### config.mk
export PLATFORM = sky130hd
export DESIGN_NAME = butterfly_feeder_flat
export DESIGN_NICKNAME = d
export VERILOG_FILES = /design/src/rtl/butterfly_feeder_pkg.sv /design/src/rtl/butterfly_feeder_if.sv /design/src/rtl/butterfly_feeder_twiddle_rom.sv /design/src/rtl/butterfly_feeder.sv /design/src/flat_wrapper.sv
export SDC_FILE = /design/constraint.sdc
export NUM_CORES = 1
export LEC_CHECK = 0
export ABC_AREA = 1
export CORE_MARGIN = 2
export CORE_UTILIZATION = 30
export DETAILED_ROUTE_END_ITERATION = 10
export DONT_BUFFER_PORTS = 1
export PLACE_DENSITY = 0.46
export SLEW_MARGIN = 5
export SYNTH_ARGS = -nofsm -noshare
export SYNTH_HDL_FRONTEND = slang
export SYNTH_HIERARCHICAL = 1
export SYNTH_SLANG_ARGS = --single-unit
### constraint.sdc
create_clock -name clk -period 4.2 [get_ports clk]
set_input_delay 1.26 -clock clk [delete_from_list [all_inputs] [get_ports clk]]
set_output_delay 1.26 -clock clk [all_outputs]
set_load 0.005 [all_outputs]
### src/rtl/butterfly_feeder_pkg.sv
// Shared FFT definitions: twiddle fixed-point scale and the feeder's state encodings.
package butterfly_feeder_pkg;

  typedef enum logic {
    FILL  = 1'b0,
    ISSUE = 1'b1
  } feeder_state_e;

  localparam real TW_PI = 3.14159265358979323846;

  // Twiddles carry 1.0 as 2^(X_WDTH-2) so the multiplier can keep its product headroom.
  function automatic int tw_frac_bits(input int x_wdth);
    return x_wdth - 2;
  endfunction

endpackage

### src/rtl/butterfly_feeder_if.sv
// Sample input stream and butterfly operand output bundle of the feeder.
interface butterfly_feeder_if #(
  parameter int X_WDTH = 16,
  parameter int M_WDTH = 3
);
  logic [2*X_WDTH-1:0] in_data;
  logic                in_nd;
  logic                in_rdy;
  logic [2*X_WDTH-1:0] xa;
  logic [2*X_WDTH-1:0] xb;
  logic [2*X_WDTH-1:0] w;
  logic [M_WDTH-1:0]   m;
  logic                x_nd;

  modport master (output in_data, in_nd, input in_rdy, xa, xb, w, m, x_nd);
  modport slave  (input in_data, in_nd, output in_rdy, xa, xb, w, m, x_nd);
endinterface

### src/rtl/butterfly_feeder_twiddle_rom.sv
// Combinational twiddle table j -> W^j = exp(-2*pi*i*j/N), built at elaboration time.
module twiddle_rom
  import butterfly_feeder_pkg::*;
#(
  parameter int N      = 8,
  parameter int LOG_N  = 3,
  parameter int X_WDTH = 16
) (
  input  logic [LOG_N-2:0]    j,
  output logic [2*X_WDTH-1:0] w
);

  localparam real SCALE = real'(1 << tw_frac_bits(X_WDTH));

  logic [2*X_WDTH-1:0] rom [N/2];

  // int' of a real rounds to nearest, which is the rounding the table wants.
  for (genvar g = 0; g < N/2; g++) begin : g_rom
    localparam real ANG = 2.0 * TW_PI * real'(g) / real'(N);
    localparam int  RE  = int'($cos(ANG) * SCALE);
    localparam int  IM  = int'(-$sin(ANG) * SCALE);
    assign rom[g] = {RE[X_WDTH-1:0], IM[X_WDTH-1:0]};
  end

  assign w = rom[j];

endmodule

### src/rtl/butterfly_feeder.sv
// Radix-2 DIT stage feeder: buffers one natural-order frame, then issues
// (XA, XB, W) operand pairs every other cycle with the XA address on m.
module butterfly_feeder
  import butterfly_feeder_pkg::*;
#(
  parameter int N      = 8,
  parameter int LOG_N  = 3,
  parameter int X_WDTH = 16,
  parameter int STAGE  = 0,
  parameter int M_WDTH = LOG_N
) (
  input logic               clk,
  input logic               rst_n,
  butterfly_feeder_if.slave bus
);

  localparam int DW = 2 * X_WDTH;
  localparam int KW = LOG_N - 1;
  localparam logic [LOG_N-1:0] SPAN     = LOG_N'(1 << STAGE);
  localparam logic [KW-1:0]    POS_MASK = KW'((1 << STAGE) - 1);
  localparam logic [LOG_N-1:0] LAST_CNT = LOG_N'(N - 1);
  localparam logic [KW-1:0]    LAST_K   = KW'(N/2 - 1);

  feeder_state_e     state_q, state_d;
  logic [LOG_N-1:0]  count_q, count_d;
  logic [KW-1:0]     k_q, k_d;
  logic              gap_q, gap_d;
  logic              x_nd_q, x_nd_d;
  logic [DW-1:0]     xa_q, xa_d, xb_q, xb_d, w_q, w_d;
  logic [M_WDTH-1:0] m_q, m_d;
  logic [DW-1:0]     mem_q [N];
  logic              wr_en;
  logic [LOG_N-1:0]  k_ext, ia, ib;
  logic [KW-1:0]     pos, j;
  logic [DW-1:0]     w_rom;

  // pos never exceeds 2^STAGE-1, so it and the twiddle index fit in KW bits.
  always_comb begin
    k_ext = {1'b0, k_q};
    pos   = k_q & POS_MASK;
    ia    = ((k_ext >> STAGE) << (STAGE + 1)) | {1'b0, pos};
    ib    = ia | SPAN;
    j     = pos << (KW - STAGE);
  end

  twiddle_rom #(
    .N      (N),
    .LOG_N  (LOG_N),
    .X_WDTH (X_WDTH)
  ) u_twiddle_rom (
    .j (j),
    .w (w_rom)
  );

  always_comb begin
    state_d = state_q;
    count_d = count_q;
    k_d     = k_q;
    gap_d   = gap_q;
    x_nd_d  = 1'b0;
    xa_d    = xa_q;
    xb_d    = xb_q;
    w_d     = w_q;
    m_d     = m_q;
    wr_en   = 1'b0;
    case (state_q)
      FILL: begin
        if (bus.in_nd) begin
          wr_en   = 1'b1;
          count_d = count_q + 1'b1;
          if (count_q == LAST_CNT) state_d = ISSUE;
        end
      end
      ISSUE: begin
        if (!gap_q) begin
          x_nd_d = 1'b1;
          xa_d   = mem_q[ia];
          xb_d   = mem_q[ib];
          w_d    = w_rom;
          m_d    = M_WDTH'(ia);
          gap_d  = 1'b1;
          k_d    = k_q + 1'b1;
          if (k_q == LAST_K) begin
            state_d = FILL;
            gap_d   = 1'b0;
          end
        end else begin
          gap_d = 1'b0;
        end
      end
      default: ;
    endcase
  end

  always_ff @(posedge clk) begin
    if (!rst_n) begin
      state_q <= FILL;
      count_q <= '0;
      k_q     <= '0;
      gap_q   <= 1'b0;
      x_nd_q  <= 1'b0;
      xa_q    <= '0;
      xb_q    <= '0;
      w_q     <= '0;
      m_q     <= '0;
    end else begin
      state_q <= state_d;
      count_q <= count_d;
      k_q     <= k_d;
      gap_q   <= gap_d;
      x_nd_q  <= x_nd_d;
      xa_q    <= xa_d;
      xb_q    <= xb_d;
      w_q     <= w_d;
      m_q     <= m_d;
    end
  end

  // The frame buffer needs no reset: a new frame always refills it from address 0.
  always_ff @(posedge clk) begin
    if (wr_en && rst_n) mem_q[count_q] <= bus.in_data;
  end

  assign bus.in_rdy = (state_q == FILL);
  assign bus.x_nd   = x_nd_q;
  assign bus.xa     = xa_q;
  assign bus.xb     = xb_q;
  assign bus.w      = w_q;
  assign bus.m      = m_q;

endmodule

### src/flat_wrapper.sv
// flat-port wrapper written by rule: the top's interface ports become plain ports
module butterfly_feeder_flat import butterfly_feeder_pkg::*;
#(
  parameter int N      = 8,
  parameter int LOG_N  = 3,
  parameter int X_WDTH = 16,
  parameter int STAGE  = 0,
  parameter int M_WDTH = LOG_N
)
  (clk, rst_n, bus_in_data, bus_in_nd, bus_in_rdy, bus_xa, bus_xb, bus_w, bus_m, bus_x_nd);
  butterfly_feeder_if #(.X_WDTH(X_WDTH), .M_WDTH(M_WDTH)) bus_i ();
  input logic clk;
  input logic rst_n;
  input wire logic [$bits(bus_i.in_data)-1:0] bus_in_data;
  input wire logic [$bits(bus_i.in_nd)-1:0] bus_in_nd;
  output wire logic [$bits(bus_i.in_rdy)-1:0] bus_in_rdy;
  output wire logic [$bits(bus_i.xa)-1:0] bus_xa;
  output wire logic [$bits(bus_i.xb)-1:0] bus_xb;
  output wire logic [$bits(bus_i.w)-1:0] bus_w;
  output wire logic [$bits(bus_i.m)-1:0] bus_m;
  output wire logic [$bits(bus_i.x_nd)-1:0] bus_x_nd;
  assign bus_i.in_data = bus_in_data;
  assign bus_i.in_nd = bus_in_nd;
  assign bus_in_rdy = bus_i.in_rdy;
  assign bus_xa = bus_i.xa;
  assign bus_xb = bus_i.xb;
  assign bus_w = bus_i.w;
  assign bus_m = bus_i.m;
  assign bus_x_nd = bus_i.x_nd;
  butterfly_feeder #(.N(N), .LOG_N(LOG_N), .X_WDTH(X_WDTH), .STAGE(STAGE), .M_WDTH(M_WDTH)) u_core (.clk(clk), .rst_n(rst_n), .bus(bus_i));
endmodule
==> results of run 1 <==
-- worst reg2reg max path, stage by stage, from the launching register on --
cell,delay [ns]
dfxtp_1,0.34
inv_1,0.08
nand2_1,0.58
nor2_1,0.99
nand2_1,0.14
nand2_1,0.11
nor2_1,0.04
-- kinds of logic (layout without fill, tap and decap cells) --
logic type / Yosys count / after routing / share of synthesized area [%]
buffers and inverters: 114 / 106 / 4.47
flip-flops: 362 / 362 / 72.0
adder cells (fa/ha/maj): 6 / 6 / 0.551
AND/OR/NAND/NOR: 564 / 564 / 17.0
AO/OA/AOI/OAI: 160 / 160 / 5.88
other: 2 / 21 / 0.0551
-- layout make-up --
cell class | instances | area [sq um] | share of cell area (%)
clock buffer | 60 | 1220 | 7.90
clock inverter | 17 | 125 | 0.810
inverter | 13 | 51.3 | 0.332
multi-input combinational | 751 | 3330 | 21.6
sequential | 362 | 9820 | 63.6
tap | 600 | 751 | 4.86
timing repair buffer | 16 | 145 | 0.940
-- per-stage QoR --
| stage | area [sq um] | power (mW) | utilization, % | hold slack (ns) |
|---|---|---|---|---|
| 2_1_floorplan | 13700 | 4.08 | - | 0.459 |
| 3_5_place_dp | 14100 | 4.10 | 31.3 | 0.486 |
| 5_1_grt | 15400 | 7.83 | 34.2 | 0.531 |
| 3_3_place_gp | 14100 | 4.10 | 31.3 | 0.495 |
| 6_report | 15400 | 7.56 | 34.2 | 0.494 |
| 4_1_cts | 15400 | 7.66 | 34.2 | 0.494 |
-- synth_stat cells, drive strengths merged --
master,instances
nor2,87
buf,82
conb,2
o21ai,101
edfxtp,256
a21oi,59
nand4,11
and2,11
nand2,346
nand3,109
clkbuf,19
dfxtp,106
ha,6
inv,13
-- power by group through the flow --
| stage | clock network, mW | registers [mW] | logic (mW) |
|---|---|---|---|
| after floorplan | 0 | 3.96 | 0.116 |
| after global placement | 0 | 3.97 | 0.132 |
| after detailed placement | 0 | 3.97 | 0.133 |
| after CTS | 3.64 | 3.89 | 0.133 |
| after global routing | 3.79 | 3.89 | 0.150 |
| final | 3.54 | 3.89 | 0.132 |
-- path summary, 6_finish.rpt --
| path | start | endpoint | slack, ns | cells after the start |
|---|---|---|---|---|
| hold / removal | u_core/state_q$_SDFF_PN0_ | u_core/state_q$_SDFF_PN0_ | 0.49 | 2 |
| hold reg to reg | u_core/state_q$_SDFF_PN0_ | u_core/state_q$_SDFF_PN0_ | 0.49 | 2 |
| setup reg to reg | u_core/gap_q$_SDFFE_PN0P_ | u_core/bus.xa[11]$_SDFFE_PN0P_ | 1.81 | 6 |
| setup / recovery | rst_n | u_core/mem_q[6][16]$_DFFE_PP_ | 1.70 | 5 |
-- registers in the layout, indices dropped and copies added, names as in the netlist --
register and flops:
u_core/count_q 3, u_core/mem_q 256, u_core/bus.xa 32, u_core/bus.m 2, u_core/bus.x_nd 1, u_core/k_q 2, u_core/state_q 1, u_core/gap_q 1
u_core/bus.w 32, u_core/bus.xb 32
-- per-layer routing --
layer | part of all wire, % | vias up | track usage, %
li1 | - | 4050 | -
met1 | 46 | 3970 | 18.8
met2 | 45 | 187 | 21.9
met3 | 6.6 | 41 | 4.40
met4 | 2.1 | 0 | 4.29
met5 | 0 | - | 0
==> results_dict.tcl, run 1 <==
set metrics [dict create \
    vias 8248 \
    drcViolationCount 0 \
    cp_data_arrival_time_ns 2.72 \
    die_area_sq_mm 0.0471 \
    worstPathMaxFanout 106 \
    period_share_pct 59.5 \
    die_x_um 217 \
    clockRootBuffer "clkbuf_16" \
    yosysWarnings 6 \
    grt_pass1_vias 8044 \
    hold_viol 0 \
    routed_wl_mm 33.1 \
    dp_hpwl_mm 19.2 \
    drive_above_1_share_pct 7.63 \
    grt_max_degree 108 \
    final_common_cell "nand2_1" \
    status "finished clean" \
    setup_viol 0 \
    synth_area_sq_mm 0.0136 \
    cts_tree "yes" \
    rows 78 \
    cts_buffer_depth 3 \
    die_height_um 217 \
    core-area_sq_mm 0.0451 \
    slew_violations 0 \
    layout_common_cells "346 x nand2_1, 256 x edfxtp_1, 109 x nand3_1, 104 x dfxtp_1, 101 x o21ai_0" \
    power.leakage_nw 5.54 \
    internal-power_mw 6.00 \
    antenna_left 0 \
    maxSlewHeadroom_pct 31.0 \
    slowest_stage "nor2_4" \
    synthTopCellsByArea "edfxtp_1 56%, dfxtp_1 16%, nand2_1 9.5%, nand3_1 4.0%, o21ai_0 3.7%" \
    ys_ff_latch 362 \
    crit_path_end_kind "flip-flop" \
    htreeDepth 2 \
    cts_hold_buf 0 \
    p_switching_mw 1.56 \
    gr-usage-all-layers_pct 14.1 \
    synthCells 1208 \
    cts-buffers-inserted 42 \
    io_pins 136 \
    path_buf_inv 2 \
    post_cts_buffers 0 \
    start_util_pct 30.2 \
    diodes 0 \
    pwr-share-clk_pct 46.8 \
    cts.clk_slew.worst_paths_ns 0.06 \
    wl_per_cell_um 18.2 \
    worstPathRequired_ns 4.42 \
    yosys.area.top_type "edfxtp_1" \
    synthDistinctLibCells 19 \
    stdcell_count 1819 \
    vdd_drop_max_uv 239 \
    nNetsFinal 1227 \
    antenna_found_initial 0 \
    fin_ws_ns 1.70 \
    finClkSkew_ns 0.0154 \
    gp_congestion 0.712 \
    drt_first_pass_iters 5 \
    path_class "in2reg" \
    hold_path_class "reg2reg" \
    period_minus_slack_ns 2.50 \
    syn_area_per_cell_sq_um 11.3 \
    synth_top_area_share_pct 56.4 \
    finalSetupTns_ns 0 \
    filler_cell_count 4510 \
    dp_cells 1742 \
    viasPerCell 4.53 \
    maxCapViolCount 0 \
    cts_resized 0 \
    area_growth_syn_to_layout_pct 13.4 \
    critical_path.startpoint_type "primary input" \
    sw_frac_of_total_pct 20.7 \
    path_cells "inv_1, nor2_1, nand2_1, nor2_4, buf_4" \
    combPwrFrac_pct 1.7 \
    rsz0062_at_grt "no" \
    dr.first_iter.drc_count 628 \
    tightest_slew_ns 1.03 \
    grt_overflow 0 \
    portBuffers 0 \
    grt_pass1_wl_mm 50.5 \
    cp_slowest_stage_delay_ns 0.51 \
    critical_path.top_delay_family "simple AND/OR/NAND/NOR gates" \
    clock-sinks 362 \
    seq_area_frac_synth_pct 72.0 \
    clk_latency_ns 0.55 \
    fmax_ghz 0.400 \
    dpl_worst_slack_ns 1.13 \
    p_per_area_mw_per_mm2 490 \
    p_seq_share_pct 51.5 \
]
(Power assumes the default switching activity.)
==> run 2: changes to the inputs <==
==> constraint.sdc (replaced) <==
create_clock -name clk -period 2.4 [get_ports clk]
set_input_delay 0.72 -clock clk [delete_from_list [all_inputs] [get_ports clk]]
set_output_delay 0.72 -clock clk [all_outputs]
set_load 0.005 [all_outputs]
==> run 2 against run 1 <==
Effect of this change:
- clock skew increased by 0.0044 ns
- non-clock buffer count increased by 9
- critical path depth increased by 1
- critical path type is now reg2reg
- cell count increased by 0.27%
- first-iteration DRC count decreased by 8.6%
- cell area increased by 1.1%
- worst hold slack got worse by 0.24 ns
- highest routed layer unchanged
- sequential power increased by 75%
- worst setup slack got worse by 1.2 ns
- combinational power increased by 87%
- clock-buffer cell count decreased by 1
- total power increased by 74%
==> results_dict.tcl, run 2 (synthesis gave the netlist of run 1 again) <==
set metrics [dict create \
    p_per_area_mw_per_mm2 841 \
    drcViolationCount 0 \
    viasPerCell 4.52 \
    tightest_slew_ns 0.649 \
    largest_register_ffs 256 \
    cts_tree "yes" \
    final-seq-area_sq_mm 0.00982 \
    multi_input_area_sq_mm 0.00333 \
    place_area_sq_mm 0.0143 \
    fin_area_sq_mm 0.0156 \
    fin_util_pct 34.6 \
    power.leakage_nw 5.61 \
    dp_hpwl_mm 19.1 \
    antenna_left 0 \
    setup_viol 0 \
    path_class "reg2reg" \
    holdCritStartpoint "bus_in_data[31]" \
    path_cells "inv_2, nand2_1, inv_1, nand3_1, nor2_4, buf_12" \
    period_share_pct 80.3 \
    critPathLaunch "u_core/state_q$_SDFF_PN0_" \
    hold_viol 0 \
    clockRootBuffer "clkbuf_16" \
    portBuffers 0 \
    grt_pass1_wl_mm 49.3 \
    period_minus_slack_ns 1.93 \
    rsz0062_at_grt "no" \
    dp_cells 1751 \
    p_seq_share_pct 51.8 \
    gp_congestion 0.711 \
    routed_wl_mm 32.4 \
    fin_ws_ns 0.473 \
    rows 78 \
    sw_frac_of_total_pct 20.4 \
    post_cts_buffers 0 \
    crit_path_end_kind "flip-flop" \
    path_buf_inv 3 \
    combPwrFrac_pct 1.9 \
    io_pins 136 \
    cts_hold_buf 0 \
    stdcell_count 1824 \
    drt_first_pass_iters 4 \
    final_common_cell "nand2_1" \
    cp_slowest_stage_delay_ns 0.33 \
    critical_path.top_delay_family "simple AND/OR/NAND/NOR gates" \
    slowest_stage "dfxtp_1" \
    internal-power_mw 10.5 \
    diodes 0 \
    cts_resized 0 \
    area_growth_syn_to_layout_pct 14.6 \
    grt_pass1_vias 8009 \
    maxSlewHeadroom_pct 56.7 \
    hold_path_class "in2reg" \
    drive_above_1_share_pct 8.25 \
    finalSetupTns_ns 0 \
    cts_buffer_depth 3 \
    maxCapViolCount 0 \
    start_util_pct 30.2 \
    core-area_sq_mm 0.0451 \
    die_area_sq_mm 0.0471 \
    antenna_found_initial 0 \
    grt_max_degree 145 \
    clk_latency_ns 0.56 \
    cp_data_arrival_time_ns 2.16 \
    htreeDepth 2 \
    p_switching_mw 2.68 \
    layout_common_cells "346 x nand2_1, 256 x edfxtp_1, 109 x nand3_1, 104 x dfxtp_1, 101 x o21ai_0" \
    cts.clk_slew.worst_paths_ns 0.06 \
    die_height_um 217 \
    worstPathRequired_ns 2.63 \
    wl_per_cell_um 17.8 \
    dr.first_iter.drc_count 574 \
    grt_overflow 0 \
    slew_violations 0 \
    largest_register "u_core/mem_q" \
    nNetsFinal 1234 \
    finClkSkew_ns 0.0197 \
    clock-sinks 362 \
    status "finished clean" \
    filler_cell_count 4465 \
    fmax_ghz 0.519 \
    r2r_start "u_core/state_q$_SDFF_PN0_" \
    vias 8245 \
    pwr-share-clk_pct 46.3 \
    cts-buffers-inserted 40 \
    dpl_worst_slack_ns 0.226 \
    gr-usage-all-layers_pct 13.8 \
    worstPathMaxFanout 32 \
    critical_path.startpoint_type "flip-flop" \
    die_x_um 217 \
    vdd_drop_max_uv 481 \
]
run 2: metrics by stage:
| stage | power, mW | hold slack, ns |
|---|---|---|
| 3_5_place_dp | 7.19 | 0.499 |
| 5_1_grt | 13.6 | 0.225 |
| 3_3_place_gp | 7.19 | 0.494 |
| 2_1_floorplan | 7.14 | 0.459 |
| 4_1_cts | 13.3 | 0.221 |
| 6_report | 13.1 | 0.255 |
run 2: layer usage:
layer | GRT usage, % | part of all wire, %
met1 | 18.1 | 45
met4 | 4.89 | 2.4
met3 | 3.69 | 6.2
met2 | 21.9 | 46
met5 | 0 | 0
run 2: layout make-up:
| cell class | instances | area share, % |
|---|---|---|
| repair buffers | 25 | 2.24 |
| inverters | 13 | 0.329 |
| flip-flops and latches | 362 | 62.9 |
| clock buffers | 59 | 7.73 |
| clock inverters | 14 | 0.657 |
| multi-input cells | 751 | 21.3 |
| well taps | 600 | 4.81 |
run 2: worst paths after layout:
kind / end / slack (ns) / depth (start not counted)
worst max register to register: u_core/mem_q[3][27]$_DFFE_PP_ / 0.47 / 6
worst min-delay path: u_core/mem_q[3][31]$_DFFE_PP_ / 0.26 / 0
worst min register to register: u_core/bus.w[17]$_SDFFE_PN0P_ / 0.51 / 2
worst max-delay path: u_core/mem_q[3][27]$_DFFE_PP_ / 0.47 / 6
run 2: power groups by stage:
stage               Clock, mW  Sequential [mW]  Combinational, mW
floorplan                   0             6.93              0.204
detailed placement          0             6.94              0.250
global placement            0             6.94              0.248
finish                   6.08             6.80              0.247
CTS                      6.28             6.80              0.251
global route             6.49             6.81              0.280
